[config.mk]
export PLATFORM = sky130hd
export DESIGN_NAME = serial_addsub_ctrl
export DESIGN_NICKNAME = d
export VERILOG_FILES = /design/src/rtl/addsub_pkg.sv /design/src/rtl/full_adder.sv /design/src/rtl/serial_addsub_ctrl.sv
export SDC_FILE = /design/constraint.sdc
export NUM_CORES = 1
export LEC_CHECK = 0
export ABC_AREA = 1
export CAP_MARGIN = 20
export CORE_ASPECT_RATIO = 1.25
export CORE_UTILIZATION = 25
export CTS_CLUSTER_DIAMETER = 100
export CTS_CLUSTER_SIZE = 25
export DETAILED_ROUTE_END_ITERATION = 6
export GPL_TIMING_DRIVEN = 0
export SYNTH_ARGS = -nofsm -noshare
export SYNTH_HDL_FRONTEND = slang
export SYNTH_SLANG_ARGS = --single-unit
[constraint.sdc]
create_clock -name clk -period 2.13 [get_ports clk]
set_input_delay 0.213 -clock clk [delete_from_list [all_inputs] [get_ports clk]]
set_output_delay 0.213 -clock clk [all_outputs]
set_load 0.01 [all_outputs]
[src/rtl/addsub_pkg.sv]
// Shared types and constants for the bit-serial add/subtract controller.
package addsub_pkg;

  typedef enum logic [1:0] {
    StIdle = 2'd0,
    StRun  = 2'd1,
    StDone = 2'd2
  } state_e;

  localparam logic MODE_ADD = 1'b0;
  localparam logic MODE_SUB = 1'b1;

endpackage

[src/rtl/full_adder.sv]
// Single-bit full adder; the only arithmetic element of the serial controller.
module full_adder (
  input  logic a,
  input  logic b,
  input  logic cin,
  output logic s,
  output logic cout
);

  assign s    = a ^ b ^ cin;
  assign cout = (a & b) | (a & cin) | (b & cin);

endmodule

[src/rtl/serial_addsub_ctrl.sv]
// Bit-serial A+B / A-B controller: one full_adder reused over WIDTH cycles, LSB first,
// with a start/done handshake and one operation in flight.
module serial_addsub_ctrl
  import addsub_pkg::*;
#(
  parameter int unsigned WIDTH = 4
) (
  input  logic             clk,
  input  logic             rst_n,
  input  logic             start,
  input  logic             mode,
  input  logic [WIDTH-1:0] a,
  input  logic [WIDTH-1:0] b,
  output logic             ready,
  output logic             busy,
  output logic             done,
  output logic [WIDTH-1:0] result,
  output logic             cout,
  output logic             overflow
);

  localparam int unsigned CntW = $clog2(WIDTH) + 1;
  localparam logic [CntW-1:0] LastBit = CntW'(WIDTH - 1);

  state_e           state_q, state_d;
  logic [CntW-1:0]  cnt_q, cnt_d;
  logic [WIDTH-1:0] a_sh_q, a_sh_d;
  logic [WIDTH-1:0] b_sh_q, b_sh_d;
  logic [WIDTH-1:0] result_q, result_d;
  logic             mode_q, mode_d;
  logic             carry_q, carry_d;
  logic             cout_q, cout_d;
  logic             ovf_q, ovf_d;
  logic             done_q, done_d;

  logic fa_s, fa_cout;

  full_adder u_full_adder (
    .a    (a_sh_q[0]),
    .b    (b_sh_q[0] ^ mode_q),
    .cin  (carry_q),
    .s    (fa_s),
    .cout (fa_cout)
  );

  always_comb begin
    state_d  = state_q;
    cnt_d    = cnt_q;
    a_sh_d   = a_sh_q;
    b_sh_d   = b_sh_q;
    result_d = result_q;
    mode_d   = mode_q;
    carry_d  = carry_q;
    cout_d   = cout_q;
    ovf_d    = ovf_q;
    done_d   = 1'b0;
    unique case (state_q)
      StIdle: begin
        if (start) begin
          a_sh_d  = a;
          b_sh_d  = b;
          mode_d  = mode;
          carry_d = mode;
          cnt_d   = '0;
          state_d = StRun;
        end
      end
      StRun: begin
        result_d = {fa_s, result_q[WIDTH-1:1]};
        a_sh_d   = a_sh_q >> 1;
        b_sh_d   = b_sh_q >> 1;
        carry_d  = fa_cout;
        if (cnt_q == LastBit) begin
          // carry_q here is the carry into the MSB
          cout_d  = fa_cout;
          ovf_d   = carry_q ^ fa_cout;
          done_d  = 1'b1;
          state_d = StDone;
        end else begin
          cnt_d = cnt_q + CntW'(1);
        end
      end
      StDone: begin
        state_d = StIdle;
      end
      default: begin
        state_d = StIdle;
      end
    endcase
  end

  always_ff @(posedge clk) begin
    if (!rst_n) begin
      state_q  <= StIdle;
      cnt_q    <= '0;
      a_sh_q   <= '0;
      b_sh_q   <= '0;
      result_q <= '0;
      mode_q   <= 1'b0;
      carry_q  <= 1'b0;
      cout_q   <= 1'b0;
      ovf_q    <= 1'b0;
      done_q   <= 1'b0;
    end else begin
      state_q  <= state_d;
      cnt_q    <= cnt_d;
      a_sh_q   <= a_sh_d;
      b_sh_q   <= b_sh_d;
      result_q <= result_d;
      mode_q   <= mode_d;
      carry_q  <= carry_d;
      cout_q   <= cout_d;
      ovf_q    <= ovf_d;
      done_q   <= done_d;
    end
  end

  assign ready    = (state_q == StIdle);
  assign busy     = ~ready;
  assign done     = done_q;
  assign result   = result_q;
  assign cout     = cout_q;
  assign overflow = ovf_q;

endmodule

==> results of run 1 <==
[final cells by class]
cell class,instances,area share (%)
sequential,22,35.02
multi-input combinational,95,34.83
inverter,19,5.672
tap,40,3.980
timing repair buffer,19,15.12
clock buffer,3,3.284
buffer,4,2.090
[worst max-delay path by stage]
stage,end,cells after the start
6_report,ready,2
3_3_place_gp,ready,2
2_1_floorplan,overflow$_SDFFE_PN0P_,5
5_1_grt,ready,2
3_5_place_dp,ready,2
4_1_cts,ready,2
[flip-flops by register name, indices dropped and copies added, names as in the netlist]
register  count
mode_q        1
state_q       2
a_sh_q        4
cnt_q         3
carry_q       1
cout          1
result        4
b_sh_q        4
overflow      1
done          1
[worst register-to-register path: cells and delay by family (launching register included)]
kind | cells | cell delay (ns)
adders and majority gates | 1 | 0.47
DFF | 1 | 0.35
and+or+nand+nor | 2 | 0.15
xor gates and xnor gates | 1 | 0.15
buffers and inverters | 1 | 0.08
[kinds of logic after synthesis]
kind of cell	after synthesis	share of synthesized area, %
xor gates and xnor gates	2	1.795
buffers and inverters	23	9.999
AOI/OAI and AO/OA	11	5.641
adders and majority gates	3	4.615
and+or+nand+nor	79	32.82
DFF	22	45.13
[through the flow]
stage	power [W]	worst slack, ns	instances	util [%]	hold slack (ns)
6_report	0.0008475	0.2944	202	33.50	0.3471
5_1_grt	0.0008959	0.2332	202	33.50	0.3812
4_1_cts	0.0008580	0.2739	202	33.50	0.3536
3_5_place_dp	0.0006120	0.5691	199	32.40	0.4780
3_3_place_gp	0.0006105	0.5575	199	32.40	0.4692
2_1_floorplan	0.0005503	0.9050	140	-	0.3424
[cells in the final DEF, fill, tap and decap left out, drive strengths merged]
master / n
o21ai: 8
clkbuf: 4
dfxtp: 22
inv: 19
nor2: 35
ha: 2
nor3: 1
nand3: 16
nand2: 27
clkdlybuf4s50: 19
a21oi: 3
xnor2: 2
buf: 3
fa: 1
[metal layers]
layer | vias to the layer above | wire [microns]
met2 | 15 | 1025
met4 | 0 | 26
li1 | 474 | -
met5 | - | 0
met3 | 4 | 77
met1 | 390 | 891
[Yosys cell counts]
| cell | number |
|---|---|
| nor2_1 | 34 |
| nand3_1 | 16 |
| clkbuf_1 | 1 |
| o21ai_0 | 8 |
| inv_1 | 18 |
| fa_1 | 1 |
| nand2_1 | 27 |
| nor3_1 | 1 |
| buf_4 | 3 |
| a21oi_1 | 3 |
| xnor2_1 | 2 |
| inv_2 | 1 |
| dfxtp_1 | 22 |
| nor2_2 | 1 |
| ha_1 | 2 |
[power groups by stage]
stage                     registers, W  clock network [W]  logic (W)
after global placement        0.000460                  0   0.000150
after CTS                     0.000451           0.000255   0.000152
after global routing          0.000454           0.000271   0.000170
after floorplan               0.000461                  0  0.0000896
final                         0.000451           0.000247   0.000150
after detailed placement      0.000460                  0   0.000152
==> summary.log, run 1 <==
[run_status] result of the run finished, final reports clean
[clocking] CTS Root Buffer Type clkbuf_8
[logic_synthesis] number of storage elements in the synthesis netlist 22
[power_and_ir_drop] sequential share of power 53.2%
[sta] worst-margin pin slew 0.4766 ns
[global_routing] GRT Overall Usage 10.63%
[worst_setup_path] critical path cell sequence nor2_1 > clkdlybuf4s50_1
[routing] per-cell routed wire length 10.00 microns
[floorplanning] starting density of the core 26.00%
[placement] total placed instance area 1216 sq um
[worst_setup_path] worst endpoint required time 1.92 ns
[routing] Starting DRT DRC Count 17
[sta] clk_skew 0.003731 ns
[worst_setup_path] register-to-register setup slack 0.84 ns
[final_layout] Layout Nets 179
[final_layout] Post-Layout Inst Area 1257 sq um
[clocking] worst-skew pair later-pin latency 0.26 ns
[floorplanning] core region area 3754 sq um
[final_layout] area used by sequential logic in the layout 440.4 sq um
[sta] number of pins with negative max-slew slack in the final report 0
[sta] fraction of the cycle the final worst path needs 86.18%
[floorplanning] number of placement rows 25
[power_and_ir_drop] Max rail drop VDD 0.0002810 V
[flow_run] count of max-cap constraint violations 0
[worst_setup_path] critical path startpoint state_q[1]$_SDFFE_PN0P_
[power_and_ir_drop] Switching Fraction 25.20%
[final_layout] Area growth syn-to-layout 28.85%
[sta] unrepaired setup endpoints after global routing no
[final_layout] share of cells above drive strength 1 4.938%
[logic_synthesis] average cell area after synthesis 6.971 sq um
[clocking] CTS tree built
[clocking] clock transition at the registers of the reported paths 0.07 ns
[worst_setup_path] path depth of the worst reg2reg path 5
[clocking] number of buffers inserted for hold repair after clock tree synthesis 0
[worst_setup_path] maximum fanout encountered on the critical timing path 7
[power_and_ir_drop] combinational share of power 17.7%
[power_and_ir_drop] net switching power 0.0002136 W
[placement] number of input and output port buffers inserted 19
[logic_synthesis] sequential area share after synthesis 45.13%
[worst_setup_path] Worst path max stage delay 0.63 ns
[clocking] number of clock buffers inserted by TritonCTS 3
[global_routing] number of antenna violations at the first check in global routing 0
[logic_synthesis] post-synth cell types 15
[global_routing] first-pass GRT wire length 3436 microns
[floorplanning] area of the die 4159 sq um
[logic_synthesis] cell area after synthesis 975.9 sq um
[global_routing] met1 Track Usage GR 11.69%
[clocking] number of buffers inserted to repair setup after CTS 0
[routing] post-route ant nets 0
[clocking] CTS resizes 0
[power_and_ir_drop] portion of total power attributed to the clock network 29.1%
[global_routing] global route overflow 0
[sta] achievable frequency 0.5448 GHz
[worst_setup_path] data arrival time of the critical path 1.62 ns
[logic_synthesis] synthesis warning total 0
[floorplanning] Die Width 57.89 microns
[worst_setup_path] worst reg2reg endpoint overflow$_SDFFE_PN0P_
[worst_setup_path] gate family responsible for the most delay along the worst path buffers and inverters
[worst_setup_path] type of destination of the critical path output port
[placement] sum of net half-perimeters after detailed placement 1516 microns
[final_layout] filler cell count 419
[sta] final total negative setup slack 0 ns
[logic_synthesis] post-synthesis cell type with the largest combined area dfxtp_1
[sta] headroom to the max-slew limit 68.11%
[global_routing] Global Route met2 Usage 19.41%
[worst_setup_path] sort of element at the start of the critical path register
[floorplanning] height of the chip 71.86 microns
[logic_synthesis] Post-Syn Instances 140
[routing] Total Routed Length 2020 microns
[power_and_ir_drop] leakage power of the design 0.5649 nW
[routing] Vias 883
[final_layout] Ant. Diodes 0
[worst_hold_path] hold path startpoint start
[power_and_ir_drop] power density over cell area 674.0 nW/um^2
[sta] minimum period implied by the final worst setup slack 1.836 ns
[global_routing] most heavily used metal layer in global routing met2
[worst_hold_path] number of instances on the worst hold path 5
[worst_setup_path] worst-path cell with the longest stage delay clkdlybuf4s50_1
[worst_setup_path] CP Class reg2out
[logic_synthesis] Synth top area share 45.13%
[sta] Final setup violation count 0
[routing] detailed-route DRC error count 0
[clocking] number of levels the H-tree was split into 1
[clocking] buffer depth of the longest clock path 2
[routing] Vias per Instance 4.371
[logic_synthesis] top cells by area in the synthesized netlist dfxtp_1, nor2_1, nand2_1, nand3_1, inv_1
[global_routing] via count of the first global-routing pass 843
[placement] placer's final routability congestion estimate 0.7682
[sta] final-report hold violation count 0
[logic_synthesis] Synth Net Count 155
[worst_setup_path] origin of the critical flop-to-flop path carry_q$_SDFFE_PN0P_
[worst_setup_path] buffers plus inverters on the worst setup path 1
[worst_hold_path] class of the tightest hold or removal check in2reg
[final_layout] area of the multi-input gates 437.9 sq um
[global_routing] routing usage on met3 2.527%
[routing] first-pass iteration count of the detailed router 4
[clocking] Clock Sink Count 22
[worst_hold_path] capture endpoint of the worst hold path b_sh_q[1]$_SDFFE_PN0P_
[global_routing] largest net degree at the start of global routing 12
[floorplanning] num ports 21
[power_and_ir_drop] Internal Dissipation 0.0006340 W
(Power assumes the default switching activity.)
==> inputs of run 2 (changes only) <==
- CORE_MARGIN: not set -> 4
- GPL_ROUTABILITY_DRIVEN: not set -> 0
- SLEW_MARGIN: not set -> 20
==> run 2 against run 1 <==
  * Design area is 2.5% higher
  * Critical endpoint unchanged
  * Flip-flop and latch count unchanged
  * Maximum frequency down 1.1%
  * Global-route usage is 1.2 points lower
  * First-iteration DRC count up 88%
  * Clock-buffer cell count grew 1
  * Worst hold slack got worse by 0.0027 ns
  * Setup slack got worse by 0.021 ns
==> summary.log, run 2 (synthesized netlist as in run 1, its figures left out) <==
[power_and_ir_drop] power density over cell area 692.3 nW/um^2 [was 674.0 nW/um^2]
[clocking] number of buffers inserted to repair setup after CTS 0 [unchanged]
[floorplanning] starting density of the core 25.79% [was 26.00%]
[sta] achievable frequency 0.5387 GHz [was 0.5448 GHz]
[power_and_ir_drop] Max rail drop VDD 0.0002474 V [was 0.0002810 V]
[placement] number of input and output port buffers inserted 19 [unchanged]
[global_routing] GRT Overall Usage 9.385% [was 10.63%]
[clocking] buffer depth of the longest clock path 2 [unchanged]
[sta] Final setup violation count 0 [unchanged]
[placement] total placed instance area 1234 sq um [was 1216 sq um]
[final_layout] leading cell types in the layout, fill and taps excluded nor2_1, nand2_1, dfxtp_1, clkdlybuf4s50_1, inv_1 [unchanged]
[worst_setup_path] critical path startpoint state_q[0]$_SDFFE_PN0P_ [was state_q[1]$_SDFFE_PN0P_]
[routing] Vias per Instance 4.018 [was 4.371]
[routing] Starting DRT DRC Count 32 [was 17]
[power_and_ir_drop] Power, Total 0.0008922 W [was 0.0008475 W]
[worst_hold_path] class of the tightest hold or removal check in2reg [unchanged]
[final_layout] most common cell after layout, fill and taps aside nor2_1 [unchanged]
[sta] number of pins with negative max-slew slack in the final report 0 [unchanged]
[clocking] CTS resizes 0 [unchanged]
[worst_setup_path] CP Class reg2out [unchanged]
[clocking] Clock Sink Count 22 [unchanged]
[final_layout] share of cells above drive strength 1 5.521% [was 4.938%]
[sta] fraction of the cycle the final worst path needs 87.14% [was 86.18%]
[worst_setup_path] sort of element at the start of the critical path register [unchanged]
[final_layout] Layout Nets 179 [unchanged]
[global_routing] first-pass GRT wire length 3746 microns [was 3436 microns]
[clocking] number of levels the H-tree was split into 1 [unchanged]
[floorplanning] number of placement rows 25 [unchanged]
[sta] worst-margin pin slew 0.4797 ns [was 0.4766 ns]
[global_routing] global route overflow 0 [unchanged]
[worst_hold_path] hold path startpoint start [unchanged]
[routing] Vias 872 [was 883]
[sta] final total negative setup slack 0 ns [unchanged]
[sta] clk_skew 0.004991 ns [was 0.003731 ns]
[routing] post-route ant nets 0 [unchanged]
[worst_setup_path] data arrival time of the critical path 1.64 ns [was 1.62 ns]
[sta] Min Hold Slack 0.3445 ns [was 0.3471 ns]
[global_routing] largest net degree at the start of global routing 13 [was 12]
[floorplanning] core region area 3785 sq um [was 3754 sq um]
[floorplanning] Die Width 63.89 microns [was 57.89 microns]
[final_layout] Post-Layout Inst Area 1289 sq um [was 1257 sq um]
[final_layout] Area growth syn-to-layout 32.05% [was 28.85%]
[global_routing] number of antenna violations at the first check in global routing 0 [unchanged]
[worst_setup_path] maximum fanout encountered on the critical timing path 7 [unchanged]
[worst_setup_path] worst endpoint required time 1.92 ns [about the same]
[sta] headroom to the max-slew limit 67.90% [was 68.11%]
[routing] per-cell routed wire length 9.406 microns [was 10.00 microns]
[routing] detailed-route DRC error count 0 [unchanged]
[routing] Total Routed Length 2041 microns [was 2020 microns]
[clocking] CTS Root Buffer Type clkbuf_8 [unchanged]
[sta] minimum period implied by the final worst setup slack 1.856 ns [was 1.836 ns]
[sta] final-report hold violation count 0 [unchanged]
[power_and_ir_drop] leakage power of the design 0.5721 nW [was 0.5649 nW]
[floorplanning] num ports 21 [unchanged]
[final_layout] Ant. Diodes 0 [unchanged]
[run_status] result of the run finished, final reports clean [unchanged]
[clocking] number of buffers inserted for hold repair after clock tree synthesis 0 [unchanged]
[clocking] number of clock buffers inserted by TritonCTS 3 [unchanged]
[sta] unrepaired setup endpoints after global routing no [unchanged]
[worst_setup_path] type of destination of the critical path output port [unchanged]
[clocking] worst-skew pair later-pin latency 0.26 ns [about the same]
[floorplanning] height of the chip 77.86 microns [was 71.86 microns]
[floorplanning] area of the die 4974 sq um [was 4159 sq um]
[final_layout] filler cell count 418 [was 419]
[clocking] CTS tree built [unchanged]
[routing] first-pass iteration count of the detailed router 4 [unchanged]
[global_routing] via count of the first global-routing pass 879 [was 843]
[placement] sum of net half-perimeters after detailed placement 1564 microns [was 1516 microns]
[clocking] clock transition at the registers of the reported paths 0.08 ns [was 0.07 ns]
[worst_setup_path] origin of the critical flop-to-flop path b_sh_q[0]$_SDFFE_PN0P_ [was carry_q$_SDFFE_PN0P_]
[flow_run] count of max-cap constraint violations 0 [unchanged]
run 2: changes by cell type in the layout (fill, tap and decap cells not counted), sizes merged:
cell	previous run	this run
clkbuf	4	5
run 2: per-stage QoR:
stage / utilization (%) / worst slack, ns / std cells
4_1_cts: 34.05 / 0.2657 / 217
3_3_place_gp: 32.60 / 0.5669 / 213
6_report: 34.05 / 0.2738 / 217
2_1_floorplan: - / 0.9050 / 140
5_1_grt: 34.05 / 0.1841 / 217
3_5_place_dp: 32.60 / 0.5708 / 213
run 2: path summary, 6_finish.rpt:
kind | slack (ns) | to | cells after the start
min | 0.34 | b_sh_q[1]$_SDFFE_PN0P_ | 5
min reg2reg | 0.49 | result[0]$_SDFFE_PN0P_ | 2
max reg2reg | 0.83 | overflow$_SDFFE_PN0P_ | 5
max | 0.27 | ready | 2
run 2: where the power goes:
group          switching (W)  internal (W)
Clock               0.000127      0.000165
Combinational      0.0000784     0.0000716
Sequential         0.0000142      0.000436
Total               0.000220      0.000672
run 2: final cells by class:
type                       count  area (sq um)  area share [%]
inverter                      19         71.32           5.534
buffer                         4         26.28           2.039
timing repair buffer          19         190.2           14.76
sequential                    22         440.4           34.17
clock buffer                   4         55.05           4.272
tap                           54         67.56           5.243
multi-input combinational     95         437.9           33.98
run 2: routing by layer:
metal,track usage [%],vias up,wire (microns)
li1,-,474,-
met1,11.72,368,991
met2,15.51,26,902
met3,1.881,4,117
met4,3.888,0,30
met5,0,-,0
run 2: critical path, cell delays in order, from the launching register on:
cell	delay [ns]
dfxtp_1	0.34
nor2_1	0.40
clkdlybuf4s50_1	0.64
==> inputs of run 3 (changes only) <==
- CORE_ASPECT_RATIO: 1.25 -> not set
- CORE_MARGIN: 4 -> 5
- CORE_UTILIZATION: 25 -> 52
- PLACE_DENSITY: not set -> 0.82
==> run 3 against run 2 <==
  * Maximum frequency shrank 0.60%
  * Non-clock buffer count did not move
  * Clock skew shrank 0.0024 ns
  * Die area shrank 43%
  * Utilization up 36 points
  * Sequential power barely moved
  * Global-route usage up 7.4 points
  * First-iteration DRC count is 19% lower
  * Setup slack worse by 0.011 ns
  * Register-to-register slack worse by 0.03 ns
  * Largest power group unchanged
==> summary.log, run 3 (synthesized netlist as in run 1, its figures left out) <==
[placement] sum of net half-perimeters after detailed placement 1607 microns [was 1564 microns]
[sta] headroom to the max-slew limit 71.46% [was 67.90%]
[sta] minimum period implied by the final worst setup slack 1.867 ns [was 1.856 ns]
[power_and_ir_drop] Max rail drop VDD 0.0005507 V [was 0.0002474 V]
[placement] instance count after placement with tap cells included 184 [was 213]
[placement] minimum setup slack after placement 0.6101 ns [was 0.5708 ns]
[floorplanning] number of placement rows 15 [was 25]
[final_layout] Layout Cells excl Fill 188 [was 217]
[clocking] number of buffers inserted to repair setup after CTS 0 [unchanged]
[worst_setup_path] type of destination of the critical path output port [unchanged]
[final_layout] Ant. Diodes 0 [unchanged]
[floorplanning] starting density of the core 55.32% [was 25.79%]
[final_layout] core utilization of the finished layout 69.93% [was 34.05%]
[floorplanning] area of the die 2843 sq um [was 4974 sq um]
[clocking] Clock Sink Count 22 [unchanged]
[final_layout] most common cell after layout, fill and taps aside nor2_1 [unchanged]
[routing] Vias 905 [was 872]
[routing] per-cell routed wire length 11.04 microns [was 9.406 microns]
[clocking] worst-skew pair later-pin latency 0.30 ns [was 0.26 ns]
[final_layout] filler cell count 175 [was 418]
[clocking] CTS resizes 0 [unchanged]
[placement] number of input and output port buffers inserted 19 [unchanged]
[power_and_ir_drop] power density over cell area 674.8 nW/um^2 [was 692.3 nW/um^2]
[sta] Min Hold Slack 0.3006 ns [was 0.3445 ns]
[floorplanning] core region area 1764 sq um [was 3785 sq um]
[global_routing] GRT Overall Usage 16.75% [was 9.385%]
[sta] final total negative setup slack 0 ns [unchanged]
[clocking] number of levels the H-tree was split into 1 [unchanged]
[sta] worst-margin pin slew 0.4266 ns [was 0.4797 ns]
[clocking] number of buffers inserted for hold repair after clock tree synthesis 0 [unchanged]
[global_routing] largest net degree at the start of global routing 13 [unchanged]
[worst_hold_path] class of the tightest hold or removal check in2reg [unchanged]
[routing] post-route ant nets 0 [unchanged]
[clocking] CTS Root Buffer Type clkbuf_4 [was clkbuf_8]
[clocking] clock transition at the registers of the reported paths 0.12 ns [was 0.08 ns]
[power_and_ir_drop] leakage power of the design 0.5643 nW [was 0.5721 nW]
[run_status] result of the run finished, final reports clean [unchanged]
[sta] unrepaired setup endpoints after global routing no [unchanged]
[floorplanning] num ports 21 [unchanged]
[routing] detailed-route DRC error count 0 [unchanged]
[routing] Starting DRT DRC Count 26 [was 32]
[worst_setup_path] sort of element at the start of the critical path register [unchanged]
[sta] number of pins with negative max-slew slack in the final report 0 [unchanged]
[sta] Final setup violation count 0 [unchanged]
[clocking] number of clock buffers inserted by TritonCTS 3 [unchanged]
[final_layout] share of cells above drive strength 1 5.521% [unchanged]
[global_routing] via count of the first global-routing pass 827 [was 879]
[global_routing] number of antenna violations at the first check in global routing 0 [unchanged]
[global_routing] first-pass GRT wire length 3456 microns [was 3746 microns]
[global_routing] global route overflow 0 [unchanged]
[routing] Total Routed Length 2075 microns [was 2041 microns]
[worst_setup_path] CP Class reg2out [unchanged]
[sta] setup slack of the critical path after layout 0.2626 ns [was 0.2738 ns]
[routing] Vias per Instance 4.814 [was 4.018]
[worst_setup_path] worst endpoint required time 1.92 ns [about the same]
[final_layout] Area growth syn-to-layout 26.41% [was 32.05%]
[final_layout] leading cell types in the layout, fill and taps excluded nor2_1, nand2_1, dfxtp_1, clkdlybuf4s50_1, inv_1 [unchanged]
[worst_setup_path] maximum fanout encountered on the critical timing path 7 [unchanged]
[floorplanning] height of the chip 53.32 microns [was 77.86 microns]
[clocking] buffer depth of the longest clock path 2 [unchanged]
[flow_run] count of max-cap constraint violations 0 [unchanged]
[final_layout] Layout Nets 179 [unchanged]
[sta] final-report hold violation count 0 [unchanged]
[worst_setup_path] data arrival time of the critical path 1.65 ns [was 1.64 ns]
[sta] fraction of the cycle the final worst path needs 87.67% [was 87.14%]
[clocking] CTS tree built [unchanged]
[routing] first-pass iteration count of the detailed router 4 [unchanged]
[sta] clk_skew 0.002637 ns [was 0.004991 ns]
[sta] achievable frequency 0.5355 GHz [was 0.5387 GHz]
[floorplanning] Die Width 53.32 microns [was 63.89 microns]
## run 3: cell counts in the layout (fill, tap and decap cells not counted)
No cell type changed its count.
## run 3: path summary, 6_finish.rpt
check / endpoint / slack, ns / start / cells past startpoint
worst max-delay path: ready / 0.26 / state_q[0]$_SDFFE_PN0P_ / 2
worst min-delay path: a_sh_q[1]$_SDFFE_PN0P_ / 0.30 / start / 5
worst max register to register: cnt_q[1]$_SDFFE_PN0P_ / 0.80 / cnt_q[0]$_SDFFE_PN0P_ / 7
worst min register to register: a_sh_q[3]$_SDFFE_PN0P_ / 0.50 / a_sh_q[3]$_SDFFE_PN0P_ / 2
## run 3: per-layer routing
| layer | track usage (%) | up-vias | part of all wire [%] |
|---|---|---|---|
| met2 | 28.98 | 20 | 49 |
| met3 | 1.972 | 4 | 4.5 |
| met5 | 0 | - | 0 |
| met4 | 7.660 | 0 | 0.96 |
| li1 | - | 474 | - |
| met1 | 20.34 | 407 | 45 |
## run 3: per-stage QoR
step                power [W]  area [sq um]
floorplan           0.0005503         975.9
global route        0.0008780          1234
detailed placement  0.0006128          1197
CTS                 0.0008376          1234
global placement    0.0006059          1197
finish              0.0008325          1234
## run 3: cell type report
| class | count | area (sq um) | area share [%] |
|---|---|---|---|
| flip-flops and latches | 22 | 440.4 | 35.70 |
| multi-input cells | 95 | 437.9 | 35.50 |
| repair buffers | 19 | 190.2 | 15.42 |
| inverters | 19 | 71.32 | 5.781 |
| clock buffers | 4 | 36.28 | 2.941 |
| well taps | 25 | 31.28 | 2.536 |
| plain buffers | 4 | 26.28 | 2.130 |
## run 3: critical path: stages, from the launching register on
cell and delay [ns]:
dfxtp_1 0.36, nor2_1 0.36, clkdlybuf4s50_1 0.62
## run 3: power breakdown
part | switching (W) | internal, W | leakage [nW]
logic | 0.0000806 | 0.0000725 | 0.363
clock network | 0.000125 | 0.000104 | 0.0210
registers | 0.0000139 | 0.000437 | 0.181
total | 0.000219 | 0.000613 | 0.564
